===== src/rtl/if_pkg.sv =====
// Shared definitions for the instruction fetch stage: IF/ID control encodings,
// fetch FSM states and the default reset PC.
package if_pkg;

  localparam logic [2:0] IFID_LOAD  = 3'b111;
  localparam logic [2:0] IFID_HOLD  = 3'b010;
  localparam logic [2:0] IFID_FLUSH = 3'b000;

  localparam logic [31:0] DEFAULT_RESET_PC = 32'h0000_0000;

  typedef enum logic [1:0] {
    S_REQ     = 2'd0,
    S_HOLD    = 2'd1,
    S_DISCARD = 2'd2
  } fetch_state_e;

  // Instruction addresses are word aligned; the low two bits never reach the PC.
  function automatic logic [31:0] align_pc(input logic [31:0] addr);
    return addr & 32'hFFFF_FFFC;
  endfunction

endpackage


===== src/rtl/if_pc_reg.sv =====
// Program counter register: reset to RESET_PC, load an aligned redirect target,
// or advance by 4 (wrapping modulo 2^32). Redirect beats advance.
module if_pc_reg
  import if_pkg::*;
#(
  parameter logic [31:0] RESET_PC = DEFAULT_RESET_PC
) (
  input  logic        clock,
  input  logic        reset,
  input  logic        redirect_valid,
  input  logic [31:0] redirect_pc,
  input  logic        advance,
  output logic [31:0] pc,
  output logic [31:0] pc_inc
);

  assign pc_inc = pc + 32'd4;

  always_ff @(posedge clock or posedge reset) begin
    if (reset) begin
      pc <= RESET_PC;
    end else if (redirect_valid) begin
      pc <= align_pc(redirect_pc);
    end else if (advance) begin
      pc <= pc_inc;
    end
  end

endmodule


===== src/rtl/if_fetch_stage.sv =====
// Instruction fetch stage: issues imem requests at the PC, buffers one response
// across decode stalls and drops stale responses after a redirect.
// Optional performance counters are built when IF_PERF_CNT_EN is defined.
//
// Memory handshake: imem_req is the request valid and imem_addr the address;
// imem_ready marks a response in imem_rdata and only counts while imem_req=1.
// The address never changes while a request waits for its response, unless a
// redirect moves it.
module if_fetch_stage
  import if_pkg::*;
#(
  parameter logic [31:0] RESET_PC = DEFAULT_RESET_PC
) (
  input  logic         clock,
  input  logic         reset,
  input  logic         stall,
  input  logic         redirect_valid,
  input  logic [31:0]  redirect_pc,
  output logic         imem_req,
  output logic [31:0]  imem_addr,
  input  logic         imem_ready,
  input  logic [31:0]  imem_rdata,
  output logic [31:0]  instruction,
  output logic [31:0]  pc_plus_4,
  output logic [2:0]   IF_ID_Write,
`ifdef IF_PERF_CNT_EN
  output logic [31:0]  fetch_count,
  output logic [31:0]  stall_count,
`endif
  output fetch_state_e state_dbg
);

  fetch_state_e state;
  logic [31:0]  pc;
  logic [31:0]  pc_inc;
  logic         pc_advance;
  logic [31:0]  hold_instr;
  logic [31:0]  hold_pc4;

  // The PC moves on only when a response is accepted in S_REQ (buffered or not).
  always_comb begin
    pc_advance = 1'b0;
    if (!redirect_valid && (state == S_REQ) && imem_ready) begin
      pc_advance = 1'b1;
    end
  end

  if_pc_reg #(
    .RESET_PC (RESET_PC)
  ) u_pc_reg (
    .clock          (clock),
    .reset          (reset),
    .redirect_valid (redirect_valid),
    .redirect_pc    (redirect_pc),
    .advance        (pc_advance),
    .pc             (pc),
    .pc_inc         (pc_inc)
  );

  assign imem_addr = pc;
  assign imem_req  = (state != S_HOLD);
  assign state_dbg = state;

  always_ff @(posedge clock or posedge reset) begin
    if (reset) begin
      state       <= S_REQ;
      instruction <= 32'h0;
      pc_plus_4   <= 32'h0;
      IF_ID_Write <= IFID_FLUSH;
      hold_instr  <= 32'h0;
      hold_pc4    <= 32'h0;
    end else if (redirect_valid) begin
      // Only a request still waiting in S_REQ/S_DISCARD leaves a stale response behind.
      instruction <= 32'h0;
      pc_plus_4   <= 32'h0;
      IF_ID_Write <= IFID_FLUSH;
      hold_instr  <= 32'h0;
      hold_pc4    <= 32'h0;
      if ((state != S_HOLD) && !imem_ready) begin
        state <= S_DISCARD;
      end else begin
        state <= S_REQ;
      end
    end else begin
      case (state)
        S_REQ: begin
          if (imem_ready && !stall) begin
            instruction <= imem_rdata;
            pc_plus_4   <= pc_inc;
            IF_ID_Write <= IFID_LOAD;
          end else if (imem_ready) begin
            hold_instr  <= imem_rdata;
            hold_pc4    <= pc_inc;
            IF_ID_Write <= IFID_HOLD;
            state       <= S_HOLD;
          end else begin
            IF_ID_Write <= stall ? IFID_HOLD : IFID_FLUSH;
          end
        end
        S_HOLD: begin
          if (!stall) begin
            instruction <= hold_instr;
            pc_plus_4   <= hold_pc4;
            IF_ID_Write <= IFID_LOAD;
            hold_instr  <= 32'h0;
            hold_pc4    <= 32'h0;
            state       <= S_REQ;
          end else begin
            IF_ID_Write <= IFID_HOLD;
          end
        end
        S_DISCARD: begin
          if (imem_ready) begin
            IF_ID_Write <= IFID_FLUSH;
            state       <= S_REQ;
          end else begin
            IF_ID_Write <= stall ? IFID_HOLD : IFID_FLUSH;
          end
        end
        default: begin
          IF_ID_Write <= IFID_FLUSH;
          state       <= S_REQ;
        end
      endcase
    end
  end

`ifdef IF_PERF_CNT_EN
  always_ff @(posedge clock or posedge reset) begin
    if (reset) begin
      fetch_count <= 32'h0;
      stall_count <= 32'h0;
    end else begin
      if (IF_ID_Write == IFID_LOAD) begin
        fetch_count <= fetch_count + 32'd1;
      end
      if (IF_ID_Write == IFID_HOLD) begin
        stall_count <= stall_count + 32'd1;
      end
    end
  end
`endif

endmodule


===== config.mk =====
export PLATFORM = sky130hd
export DESIGN_NAME = if_fetch_stage
export DESIGN_NICKNAME = d
export VERILOG_FILES = /design/src/rtl/if_pkg.sv /design/src/rtl/if_pc_reg.sv /design/src/rtl/if_fetch_stage.sv
export SDC_FILE = /design/constraint.sdc
export NUM_CORES = 1
export LEC_CHECK = 0
export CAP_MARGIN = 20
export CORE_MARGIN = 1
export CORE_UTILIZATION = 55
export CTS_CLUSTER_DIAMETER = 150
export DETAILED_ROUTE_END_ITERATION = 10
export HOLD_SLACK_MARGIN = 0.05
export PLACE_DENSITY_LB_ADDON = 0.15
export RECOVER_POWER = 25
export SLEW_MARGIN = 20
export SYNTH_ARGS = -nofsm -noshare
export SYNTH_HDL_FRONTEND = slang
export SYNTH_SLANG_ARGS = --single-unit

===== constraint.sdc =====
create_clock -name clock -period 12.85 [get_ports clock]
set_clock_uncertainty 0.15 [all_clocks]
set_input_delay 1.285 -clock clock [delete_from_list [all_inputs] [get_ports clock]]
set_output_delay 1.285 -clock clock [all_outputs]
set_load 0.03 [all_outputs]

# ---- Word level (Yosys, flattened, before mapping)
# Cells that the tools add are included.
# W data, S select, Z words.
dict set report word_totals {
  reg_bits 165
  latchBits 0
  ramBits 0
  romBits 0
  output_inout_bits 102
  word_cells 63
  mem_count 0
}
dict set report classes {
  add_sub_neg 1
  n_mul 0
  div_mod_pow 0
  n_lt_le_gt_ge 0
  n_eq_ne 8
  shift 0
  muxes 34
  n_bitwise 0
  n_reduce_logical 13
}
# cell n
set op_table {}
lappend op_table {{$mux W32} 15}
lappend op_table {{$pmux W32 S2} 4}
lappend op_table {{$add A32 B3 Y32 const B} 1}
lappend op_table {{$mux W2} 9}
lappend op_table {{$ne A3 B3 Y1 const B} 4}
lappend op_table {{$mux W3} 3}
lappend op_table {{$pmux W3 S3} 1}
lappend op_table {{$reduce_and A4 Y1} 2}
lappend op_table {{$pmux W2 S3} 1}
lappend op_table {{$logic_and A1 B1 Y1} 4}
lappend op_table {{$logic_not A1 Y1} 3}
lappend op_table {{$ne A3 B2 Y1 const B} 1}
lappend op_table {{$reduce_and A3 Y1} 1}
lappend op_table {{$reduce_bool A3 Y1} 1}
lappend op_table {{$eq A2 B1 Y1 const B} 1}
lappend op_table {{$eq A2 B2 Y1 const B} 1}
lappend op_table {{$logic_not A2 Y1} 1}
lappend op_table {{$ne A2 B1 Y1 const B} 1}
lappend op_table {{$reduce_bool A2 Y1} 1}
lappend op_table {{$mux W1} 1}

# ---- Longest topological paths before layout
# Gate-level depths: netlist (run 1).
dict set report depth {
  depth_word 6
  depth_mapped 8
  ltp_nobuf 6
}

# ---- Cells and area by module
# A second synthesis (run 1) with hierarchy kept.
dict set report unflattened {
  cells_unflattened 773
  area_unflattened_um2 8428.1
}
# mod n_inst cells_per_inst area_per_inst_um2 seq_area_each_um2
set modules_own_cells {}
lappend modules_own_cells {if_fetch_stage 1 485 6124.6 3303.2}
lappend modules_own_cells {if_pc_reg 1 288 2303.5 750.7}

# ---- Least setup slack after synthesis (run 1)
# No wires, ideal clock.
dict set report synth_timing {
  kind {flip-flop to output port}
  startpoint {register state[1], in the netlist state_dbg[1]}
  endpoint {output imem_req}
  arrival_time_ns 1.633
  required_ns 11.415
  setup_slack_ns 9.782
  path_stages_with_launch 6
  n_path_buf 3
  path_cell_list {dfrtp_1 clkbuf_1 nor2b_1 clkbuf_1 inv_2 clkbuf_1}
}
dict set report synth_via {
  elab_chain_len 1
}
# item line_no
set synth_rtl {}
lappend synth_rtl {{from (decl)} if_fetch_stage.sv:33} ;# fetch_state_e state;
lappend synth_rtl {{from (signal assigned)} if_fetch_stage.sv:66} ;# state <= S_REQ;
lappend synth_rtl {{from (signal assigned)} if_fetch_stage.sv:80} ;# state <= S_DISCARD;
lappend synth_rtl {{from (signal assigned)} if_fetch_stage.sv:82} ;# state <= S_REQ;
lappend synth_rtl {{$ne A2 B1 Y1} if_fetch_stage.sv:61} ;# assign imem_req = (state != S_HOLD);
lappend synth_rtl {{to (decl)} if_fetch_stage.sv:19} ;# output logic imem_req,
# No other way between the ends.

# ---- Final worst setup path (run 1)
dict set report layout_timing {
  startpoint {input redirect_valid}
  endpoint {register u_pc_reg.pc[10]}
}
dict set report layout_via {
  elab_chain_len 5
  word_cells_on_any_way 6
}
# item line_no
set layout_rtl {}
lappend layout_rtl {{from (decl)} if_fetch_stage.sv:17} ;# input logic redirect_valid,
lappend layout_rtl {{$logic_not A1 Y1} if_fetch_stage.sv:43} ;# if (!redirect_valid && (state == S_REQ) && imem_ready) begin
lappend layout_rtl {{$logic_and A1 B1 Y1 (2 in series)} if_fetch_stage.sv:43}
lappend layout_rtl {{$mux W1} if_fetch_stage.sv:43}
lappend layout_rtl {{$reduce_bool A2 Y1 (no line)} n/a}
lappend layout_rtl {{to (signal assigned)} if_pc_reg.sv:23} ;# pc <= align_pc(redirect_pc);
lappend layout_rtl {{to (signal assigned)} if_pc_reg.sv:25} ;# pc <= pc_inc;
lappend layout_rtl {{to (decl)} if_pc_reg.sv:13} ;# output logic [31:0] pc,
# Several ways; a longest one is shown, not always the timed one.
# A chain may end at the register's enable or synchronous reset.

==> impl.org, run 1 <==
** CTS
- Clock tree from TritonCTS :: built
- Buffers inserted by post-CTS timing repair :: 0
- Buffers inserted to repair hold after CTS numbered 0.
- Clock slew at reported path FFs :: 0.06 ns
- PostCTS Resize Cnt :: 0
- Counting the buffers created by CTS gives 17.
- The clock drives 160 sinks.
- The cell sitting at the root of the clock tree is a clkbuf_16.
- Number of buffers on the longest clock path :: 2
- Max H-tree Level :: 4
- Clock latency at the later pin of the worst-skew pair :: 0.42 ns

** Detailed routing
- In this run the remaining antenna-violating nets after routing total 0.
- Detail-routed via count per cell :: 6.11
- The routed layout has 7066 vias.
- Number of violations reported at the end of detailed-routing iteration 0 :: 820
- Detailed-route wire length per cell :: 18.5 um
- The pre-antenna-repair detailed-routing pass consisted of 8 iterations.
- Remaining design rule violation count :: 0
- Summed over all layers, the routed wires come to 21400 um.

** Critical path
- Critical Path Source :: redirect_valid
- The kind of cell with the highest combined delay along the critical path is buffers and inverters.
- Data on the critical path arrives at its endpoint at 5.00 ns.
- Critical path data required time :: 13.00 ns
- In this run the worst path has a maximum fanout of 56.
- Launching point of the worst reg2reg path :: u_pc_reg.pc[2]
- Slowest stage cell on the critical path :: clkbuf_1
- Slack of the worst reg-to-reg path :: 9.92 ns
- Highest cell delay on the worst timing path :: 1.60 ns
- Terminus of the critical flop-to-flop path :: u_pc_reg.pc[20]
- Critical path type :: in2reg
- R2R depth :: 6
- CP Buf/Inv Count :: 2
- The worst setup path is launched from a primary input.
- Critical path, cell by cell :: clkbuf_1 > inv_2 > nand2_1 > o21ai_0 > a221o_1
- The worst setup path is captured at a register.

** Final layout
- The number of antenna diodes in the final layout is 0.
- Counting the fill cells in the layout gives 987.
- In the final layout, the share of cells above drive strength 1 is 0.0540.
- Commonest non-fill, non-tap cell in the layout :: nand2_1
- After the last flow step, the layout net total stands at 1038.
- In the layout the commonest cells are nand2_1, dfrtp_1, clkdlybuf4s50_1.
- Synth-to-layout area growth :: 30.1%

** GRT
- The first global-routing pass estimated 34600 um of wire.
- For this run, the total global-route usage over all layers was measured as 0.306.
- Gr ovfl total :: 0
- Met2 track utilization from global routing :: 0.496
- Entering global routing, the biggest net connects 103 pins.
- The number of antenna violations at the first check in global routing was 0.
- Global Route met1 Usage :: 0.421
- For met3 alone, demand over resource in global routing was 0.0494.
- Global route hottest layer :: met2
- The number of global-route vias before repair is 6804.

** STA
- On the final layout, the worst hold slack is 0.320 ns.
- Worst-margin pin slew :: 3.61 ns
- Fmax achieved :: 206 MHz
- Of the available clock period, the critical path in the final layout requires 0.377.
- Headroom to the max-slew limit came out at -1.42.
- Period minus WS final :: 4.85 ns
- Final setup violation count :: 0
- Unrepaired setup endpoints after global routing :: no
- For the final routed database, the setup TNS stands at 0 ns.
- Number of pins with negative max-slew slack in the final report :: 127
- Final hold vios :: 0

** Flow run
- Max-cap violations :: 2

** Die
- The floorplan step set the die height to 120 um.
- The region available for standard cell placement spans 13400 sq um.
- Die area :: 14400 sq um
- Initial Utilization :: 0.571
- The initialized floorplan defines 42 standard-cell rows.
- Die width :: 120 um
- Count of boundary I/O pins :: 171

** Logic synthesis
- Yosys printed 0 warnings.
- Combined area of all synthesized cells :: 7650 sq um
- After technology mapping, the gate count stands at 845.
- Counting flops with a built-in enable in the synthesized netlist gives 0.
- After synthesis, the share of flip-flops with an asynchronous set or reset is 1.00.
- Total of flip-flops plus latches after synthesis :: 160
- Top flip-flop cell by instance count after synthesis :: dfrtp_1
- For this run, the register share of the synthesized area comes to 0.523.
- Netlist cell types :: 49
- A synthesized cell averages 9.06 sq um.

** Placement
- Number of buffer cells added on primary ports :: 166
- The congestion estimate from routability-driven global placement came to 0.875.
- Detailed placement finished with a half-perimeter wire length of 13500 um.

** Min path
- Along the worst hold path, the cell count comes to 2.
- Worst Hold Endpoint :: hold_pc4[19]
- In this run the worst hold path is classified as reg2reg.
- Worst hold path startpoint :: hold_pc4[19]

** Power and ir drop
- The analysis attributes to cell leakage a power of 4.23 nW.
- Peak ir drop on the vdd network :: 101 uV
- Power per Cell Area :: 141 nW/um^2

** Status
- Violations in the final reports :: capacitance limit, slew limit
- Run status :: finished with violations
## stage by stage
| step | setup WS [ns] | utilization | total power [W] | cell area (sq um) | std cells |
|---|---|---|---|---|---|
| after detailed placement | 9.03 | 0.697 | 0.000884 | 9340 | 1125 |
| final | 8.00 | 0.743 | 0.00140 | 9950 | 1157 |
| after global routing | 7.46 | 0.743 | 0.00145 | 9950 | 1157 |
| after CTS | 8.78 | 0.743 | 0.00141 | 9960 | 1157 |
| after global placement | 9.10 | 0.697 | 0.000875 | 9340 | 1125 |
| after floorplan | 7.10 | - | 0.000758 | 7660 | 846 |
## logic make-up after synthesis
logic type | after synthesis | share of synthesized area
AOI/OAI and AO/OA | 261 | 0.218
xor gates and xnor gates | 21 | 0.0240
adders and majority gates | 2 | 0.00294
buffers and inverters | 78 | 0.0409
DFF | 160 | 0.523
muxes | 1 | 0.00147
other | 1 | 0.000490
and+or+nand+nor | 321 | 0.189
## layer usage
metal / part of all wire / routed length [um] / up-vias
met5: 0 / 0 / -
met4: 0.017 / 373 / 0
met3: 0.072 / 1550 / 33
met2: 0.48 / 10300 / 331
met1: 0.43 / 9090 / 3464
li1: - / - / 3238
## state kept, by name (all words and copies together), names as in the netlist
register and cells:
u_pc_reg.pc 30, IF_ID_Write 2, hold_instr 32, instruction 32
state_dbg 2, hold_pc4 31, pc_plus_4 31
## layout make-up
class                           count  area (sq um)  area share
Multi-Input combinational cell    608          3380       0.339
Inverter                            9          35.0     0.00352
Tap cell                          176           220      0.0221
Clock buffer                       22           484      0.0486
Timing Repair Buffer              172          1700       0.171
Clock inverter                     10           133      0.0133
Sequential cell                   160          4000       0.402
## synth_stat cells (2+ instances only)
cell type    n  area, sq um
a221o_1      7         70.1
or3_1        4         25.0
or2_2        2         12.5
inv_1        8         30.0
xor2_1      14          123
o31ai_1      2         15.0
nor2_1      27          101
o311ai_0    19          166
a21o_1       4         30.0
nor3b_1      3         22.5
o21ai_0     98          490
buf_2        4         20.0
nand2_1    208          781
nor4_1       8         50.1
xnor2_1      7         61.3
a22oi_1      6         45.0
buf_4        4         30.0
and3_1       7         43.8
nor2b_1      2         12.5
a22o_1      43          377
nor3_1       8         40.0
nand4_1      7         43.8
dfrtp_1    160         4000
a31oi_1      5         31.3
and2_1       5         31.3
nand3_1     23          115
a21oi_1     55          275
a21boi_0     2         15.0
o211ai_1    11         82.6
a211oi_1     4         30.0
and4_1      11         96.3
clkbuf_1    60          225
## how the worst max path moves through the flow
stage | endpoint | slack (ns) | cells after the start
2_1_floorplan | IF_ID_Write[0] | 7.10 | 1
3_3_place_gp | u_pc_reg.pc[17] | 9.10 | 5
3_5_place_dp | u_pc_reg.pc[10] | 9.03 | 5
4_1_cts | imem_req | 8.78 | 3
5_1_grt | instruction[15] | 7.46 | 3
6_report | u_pc_reg.pc[10] | 8.00 | 5
## worst reg2reg max path, delay by kind of cell, from the launching register on
family | cells | cell delay [ns]
AND/OR/NAND/NOR | 3 | 1.25
adder cells (fa/ha/maj) | 1 | 0.30
AO/OA/AOI/OAI | 2 | 0.58
flip-flops | 1 | 0.50
## power by group
group	switching (W)	leakage, nW	internal (W)
combinational	0.000171	1.86	0.000114
sequential	0.0000436	2.08	0.000549
clock	0.000201	0.298	0.000325
total	0.000415	4.23	0.000988
Note: power is estimated with default switching activity, not from simulation.
==> run 2: changes to the inputs <==
- CORE_UTILIZATION: 55 -> 46
- clock period: 12.85 -> 3.92 ns (I/O delays scaled with it)
==> run 2 against run 1 <==
The flow still finishes with violations (capacitance limit, slew limit). Routed wire length down 2.1%. Worst setup slack worse by 6.8 ns. Utilization down 11 points. Critical path depth up 1.
==> impl.org, run 2 (synthesis gave the netlist of run 1 again) <==
** Status
- Run status :: finished with violations
- Violations in the final reports :: capacitance limit, slew limit

** Die
- The starting density of the core was 0.477 (-0.0945).
- Core area :: 16100 sq um (+20%)
- The boundary pin count was 171 (unchanged).
- The vertical extent of the die came to 131 um (+9.2%).
- Die area :: 17200 sq um (+19%)
- The number of placement rows came to 46 (+9.5%).
- The overall die width was 131 um (+9.2%).

** STA
- Period utilisation layout :: 0.701
- Period minus WS final :: 2.75 ns
- Final setup violation count :: 0 (unchanged)
- Static timing analysis puts the maximum clock frequency at 364 MHz.
- Worst Slack Setup Final :: 1.17 ns (-6.83 ns)
- The number of hold violations in the final report is 0 (unchanged).
- The worst max-slew margin expressed relative to the limit was -0.442 (+0.975).
- The final-layout setup total negative slack was 0 ns (unchanged).
- The slew of the pin with the lowest slew margin came to 2.16 ns (-1.44 ns).
- Unrepaired setup endpoints after global routing :: no
- The max-slew violation count was 161 (+27%).

** Placement
- Dpl hpwl :: 13500 um (about the same)
- The weighted congestion reported at the end of routability-driven placement was 0.822 (-6.1%).
- Number of buffer cells added on primary ports :: 166 (unchanged)
- Worst slack, placed :: 0.991 ns (-8.03 ns)

** Detailed routing
- The antenna violation net count after detailed routing came to 0 (unchanged).
- Number of violations reported at the end of detailed-routing iteration 0 :: 524 (-36%)
- The wire length after detailed routing was 20900 um (-2.1%).
- The count of unresolved DRC violations after routing came to 0 (unchanged).
- Detail-routed via count per cell :: 5.63 (-7.8%)
- The routed length per instance is 17.4 um (-5.9%).
- First-pass detailed-route iteration total :: 5 (-3)
- The total number of vias was 6777 (-4.1%).

** Critical path
- The biggest cell delay along the critical path came to 0.71 ns (-0.89 ns).
- STA classifies the critical path endpoint as a register.
- The worst reg-to-reg path cell count came to 6 (unchanged).
- The worst setup slack for register-to-register paths is 1.17 ns (-8.75 ns).
- Slowest stage cell on the critical path :: nor4_1
- STA classifies the critical path startpoint as a register.
- The cell family contributing the most delay on the critical path is simple AND/OR/NAND/NOR gates.
- The arrival time reported for the critical path endpoint was 2.88 ns (-2.12 ns).
- Launching point of the worst reg2reg path :: u_pc_reg.pc[2]
- The data required time at the worst endpoint was 4.05 ns (-8.95 ns).
- The critical path is of the reg2reg type.
- Critical path, cell by cell :: ha_1 > nand3_1 > nor4_1 > nand3_1 > o311ai_0 > o311ai_0
- Terminus of the critical flop-to-flop path :: u_pc_reg.pc[18]
- The biggest fanout along the worst timing path came to 8 (-86%).
- CP Buf/Inv Count :: 0 (-2)

** Final layout
- Number of filler cells placed in the layout :: 1346 (+36%)
- Biggest regs :: hold_instr (32), instruction (32)
- Share of final-layout standard cells stronger than drive strength 1 :: 0.0628 (+0.00873)
- NumNets Final :: 1045 (+0.67%)
- Commonest non-fill, non-tap cell in the layout :: nand2_1
- Relative to the synthesized area, the layout overhead comes to 32.0%.
- The count of antenna diodes in the layout came to 0 (unchanged).
- Leaving out fill and tap cells, the most frequent cells in the layout are nand2_1, clkdlybuf4s50_1, dfrtp_1.

** CTS
- Number of buffers on the longest clock path :: 2 (unchanged)
- The clock sink count came to 160 (unchanged).
- Clock latency at the later pin of the worst-skew pair :: 0.43 ns (about the same)
- Clock slew at reported path FFs :: 0.06 ns (about the same)
- Max H-tree Level :: 4 (unchanged)
- The quantity of gates resized following cts is 0 (unchanged).
- The number of buffers added by the clock tree synthesis step came to 17 (unchanged).
- Clock tree from TritonCTS :: built
- The total of hold buffers inserted after clock tree synthesis was 0 (unchanged).
- Buffers inserted by post-CTS timing repair :: 0 (unchanged)
- The root buffer cell chosen for the clock tree is clkbuf_16.

** Flow run
- The number of maximum-capacitance violations was 1 (-1).

** Power and ir drop
- Power per Cell Area :: 462 nW/um^2 (+230%)
- Peak ir drop on the vdd network :: 332 uV (+230%)
- The leakage dissipation is 4.25 nW (+0.33%).

** Min path
- The worst hold path begins at hold_pc4[25].
- The count of cells along the worst hold path came to 2 (unchanged).
- The worst hold path belongs to the class reg2reg.
- The path with the worst hold slack has its endpoint at hold_pc4[25].

** GRT
- The maximum number of pins on one net before global-route repair came to 161 (+56%).
- The number of antenna violations at the first check in global routing is 0 (unchanged).
- Gr ovfl total :: 0 (unchanged)
- Via count of the first global-routing pass :: 6166 (-9.4%)
- Wire length of the first global-routing pass :: 33200 um (-4.1%)
- Total global routing track utilization :: 0.255 (-0.0514)
## run 2: cell count changes in the layout (fill, tap and decap cells not counted), moves of 3 or more
cell / before / now
clkdlybuf4s50_1: 147 / 164
dlygate4sd3_1: 18 / 1
buf_4: 6 / 11
clkinv_2: 4 / 1
## run 2: metal layers
metal / global-route usage / up-vias / routed length [um]
li1: - / 3255 / -
met1: 0.365 / 3282 / 9850
met2: 0.387 / 215 / 9560
met3: 0.0464 / 25 / 1130
met4: 0.0913 / 0 / 366
met5: 0 / - / 0
## run 2: power by group
| group | internal [W] | total [W] | switching, W |
|---|---|---|---|
| combinational | 0.000383 | 0.000936 | 0.000553 |
| sequential | 0.00180 | 0.00194 | 0.000138 |
| clock | 0.00112 | 0.00180 | 0.000679 |
| total | 0.00330 | 0.00467 | 0.00137 |
## run 2: worst max-delay path by stage
stage / from / endpoint / slack, ns / cells after the start
after floorplan: reset / IF_ID_Write[0] / 1.35 / 1
after global placement: redirect_valid / u_pc_reg.pc[9] / 1.06 / 6
after detailed placement: redirect_valid / u_pc_reg.pc[10] / 0.99 / 6
after CTS: u_pc_reg.pc[2] / u_pc_reg.pc[18] / 1.22 / 6
final: u_pc_reg.pc[2] / u_pc_reg.pc[18] / 1.17 / 6
after global routing: reset / u_pc_reg.pc[28] / 0.70 / 3
## run 2: metrics by stage
stage               std cells  instance area, sq um  hold slack [ns]   util  power, W
detailed placement       1172                  9470            0.313  0.590   0.00291
global route             1204                 10100            0.344  0.629   0.00486
floorplan                 846                  7660            0.292      -   0.00249
finish                   1204                 10100            0.318  0.629   0.00467
global placement         1172                  9470            0.305  0.590   0.00289
CTS                      1204                 10100            0.327  0.630   0.00471
## run 2: cell type report
cell class,count,area (sq um),share of cell area
clock inverter,12,181,0.0180
timing repair buffer,179,1770,0.175
clock buffer,20,467,0.0462
sequential,160,4000,0.396
tap,216,270,0.0267
inverter,9,37.5,0.00371
multi-input combinational,608,3380,0.334
## run 2: worst reg2reg max path: cells and delay by family, from the launching register on
family,cells,cell delay (ns)
simple gates,3,1.15
compound gates,2,0.51
flops,1,0.49
fa+ha+maj,1,0.29
==> RTL change 1 (config.mk and constraints of run 2) <==
Build with the macro `IF_PERF_CNT_EN` defined.
--- a/src/rtl/if_fetch_stage.sv
+++ b/src/rtl/if_fetch_stage.sv
@@ -8,2 +8,4 @@
 // redirect moves it.
+`define IF_PERF_CNT_EN
+
 module if_fetch_stage
Formal check against the unedited RTL (old outputs only; new: fetch_count and stall_count): equivalent (Yosys induction, for registers that start in step).
==> RTL change 1 against run 2 <==
The flow still finishes with violations (max-capacitance violations, max-slew violations); critical path type is now register to primary output; total power up 36%; sequential cell count grew 64; count of clock-buffer cells in the layout grew 12; routed wire length increased by 32%; largest power group unchanged; via count grew 28%; clock power rose by 30%; design area rose by 37%; maximum frequency down 6.5%; synthesized cell count grew 26%; critical path depth fell by 3; area after synthesis grew 38%; setup slack got worse by 0.19 ns.
==> RTL change 1: results <==
metrics = {
    "logic_synthesis": {
        "ys_seq_elements": 224,
        "seq_area_frac_synth_pct": 52.92,
        "yosysUniqueCellTypes": 57,
    },
    "layout": {
        "nFillCells": 1875,
        "drive_above_1_share_pct": 5.828,
        "n_clock_buffer": 32,
        "seq_share_pct": 40.46,
        "n_all_buffers": 241,
        "multi_input_area_share_pct": 33.42,
        "final_net_count": 1341,
        "bufAreaShareNonClock_pct": 17.30,
    },
    "place": {
        "postPlaceCellArea_um2": 13060,
    },
    "drt": {
        "wl_met1_mm": 12.22,
        "routed_wl_mm": 27.57,
    },
    "pwr": {
        "ir_worst_vdd_v": 0.0003133,
        "power.leakage_uw": 0.005715,
    },
    "setup_path": {
        "rr_endpoint": "pc_plus_4[30]",
        "cpPeakStageDelay_ns": 0.78,
        "crit_fanout": 19,
        "arrival_ns": 2.40,
    },
    "job": {
        "max_cap_violations": 2,
    },
    "timing": {
        "drv_slew": 226,
    },
    "run_status": {
        "violations": "max-capacitance violations, max-slew violations",
        "outcome": "finished, violations left",
    },
    "worst_hold_path": {
        "holdPathStages": 3,
    },
}
RTL change 1: changes by cell type after synthesis, sizes merged, moves of 19 or more:
cell	delta
nand4	+19
dfrtp	+64
a21oi	-27
o31ai	+32
xnor2	+57
a22o	-37
nor2	+29
mux2i	+32
nand3	+22
RTL change 1: logic make-up after synthesis:
group	after synthesis	share of synthesized area [%]
and+or+nand+nor	415	19.14
DFF	224	52.92
AOI/OAI and AO/OA	223	13.23
xor gates and xnor gates	87	7.265
buffers and inverters	79	3.709
muxes	35	3.343
adders and majority gates	3	0.3544
other	1	0.03541
RTL change 1: worst max-delay path by stage:
stage | from | slack (ns) | end | cells past startpoint
after floorplan | reset | 0.45 | IF_ID_Write[0] | 1
after global placement | imem_ready | 1.01 | pc_plus_4[28] | 7
after detailed placement | imem_ready | 0.98 | pc_plus_4[28] | 7
after CTS | state_dbg[0] | 0.94 | imem_req | 3
after global routing | state_dbg[0] | 0.83 | imem_req | 3
final | state_dbg[0] | 0.98 | imem_req | 3
==> RTL change 2 (settings of run 2) <==
Made on the original files. Put one more register stage on the output `state_dbg`. The value now appears one clock later. The other outputs are not delayed to match.
--- a/src/rtl/if_fetch_stage.sv
+++ b/src/rtl/if_fetch_stage.sv
@@ -61,3 +61,5 @@
   assign imem_req  = (state != S_HOLD);
-  assign state_dbg = state;
+  always_ff @(posedge clock) begin
+    state_dbg <= state;
+  end
 
Function: changed (a bounded check fails within 4 cycles, from zero or initial values and one cycle with reset high).
==> RTL change 2 against run 2 <==
Sequential cell count grew 2; area after synthesis grew 1.0%; setup slack lost 0.015 ns; total power shrank 0.70%; the flow still finishes with violations (max-capacitance violations, max-slew violations); design area grew 0.14%; routed wire length shrank 7.4%; final cell count shrank 0.75%; hold slack lost 0.17 ns; register-to-register slack gained 0.32 ns.
==> RTL change 2: results <==
metrics = {
    "logic_synthesis": {
        "synth_common_cells": "214 x nand2_1, 160 x dfrtp_1, 74 x o21ai_0, 44 x a21oi_1, 42 x clkbuf_1",
        "yosysUniqueCellTypes": 56,
        "synth_area_leaders": "dfrtp_1 52%, nand2_1 10%, o21ai_0 4.8%",
        "ys_async_sr_fraction_pct": 98.77,
    },
    "setup_path": {
        "cp-endpoint": "hold_instr[3]",
        "rr_endpoint": "pc_plus_4[18]",
        "crit_fanout": 160,
        "r2r_slack_ns": 1.49,
        "arrival_ns": 2.70,
        "cp-startpoint": "reset",
        "rr_worst_depth": 6,
    },
    "global_route": {
        "grtUsageTotal_pct": 23.00,
        "grt_pass1_vias": 5949,
        "use_met3_pct": 4.745,
        "met1_usage_pct": 32.93,
        "grt_pass1_wl_mm": 31.54,
    },
    "place": {
        "place_congestion": 0.7993,
        "hpwlAfterDp_mm": 12.30,
        "postPlaceCellArea_um2": 9493,
    },
    "drt": {
        "wl_met1_mm": 9.004,
        "wl_met3_mm": 1.135,
        "drtIter0Drc": 532,
        "wire_per_inst_um": 16.21,
        "route.vias.total": 6427,
        "wl_met2_mm": 8.992,
    },
    "worst_hold_path": {
        "min-delay-start": "redirect_valid",
        "hold_class": "input pin to register",
        "holdPathStages": 2,
    },
    "layout": {
        "n_all_buffers": 177,
        "clock_area_share_pct": 6.306,
        "final_net_count": 1034,
        "bufAreaShareNonClock_pct": 17.31,
        "inverters_excl_clock": 4,
        "seq_share_pct": 39.97,
        "nFillCells": 1448,
        "drive_above_1_share_pct": 6.769,
        "nMultiInputCombCells": 602,
        "multi_input_area_share_pct": 33.51,
    },
    "clocking": {
        "ctsLongestPathBuffers": 2,
        "clock-sinks": 162,
    },
    "pwr": {
        "ir_worst_vdd_v": 0.0003248,
        "p_per_area_nw_per_um2": 458.4,
        "power.leakage_uw": 0.004300,
    },
    "timing": {
        "slew_headroom_pct": -44.42,
        "drv_slew": 161,
    },
    "run_status": {
        "violations": "max-capacitance violations, max-slew violations",
        "outcome": "finished, violations left",
    },
    "job": {
        "max_cap_violations": 1,
    },
}
RTL change 2: cells by family after synthesis:
family	Yosys count	synth area share, %
adders and majority gates	1	0.1618
muxes	2	0.2590
and+or+nand+nor	313	19.11
AOI/OAI and AO/OA	229	17.75
other	1	0.04850
DFF	162	52.31
buffers and inverters	72	4.127
xor gates and xnor gates	55	6.231
RTL change 2: through the flow:
step | total power [uW] | hold WS, ns | setup slack (ns) | instances
after floorplan | 2489 | 0.2180 | 1.349 | 836
after global placement | 2865 | 0.3067 | 1.295 | 1165
after detailed placement | 2877 | 0.3115 | 1.223 | 1165
after CTS | 4687 | 0.1312 | 1.400 | 1195
after global routing | 4836 | 0.1508 | 0.7547 | 1195
final | 4638 | 0.1436 | 1.156 | 1195
RTL change 2: critical path: stages:
cell and delay [ns]:
dlygate4sd3_1 0.57, clkinvlp_4 0.07, clkbuf_4 1.49
RTL change 2: power breakdown:
part           total [uW]  internal (uW)  switching [uW]
Sequential           1950           1820             133
Combinational         893            368             524
Clock                1800           1160             641
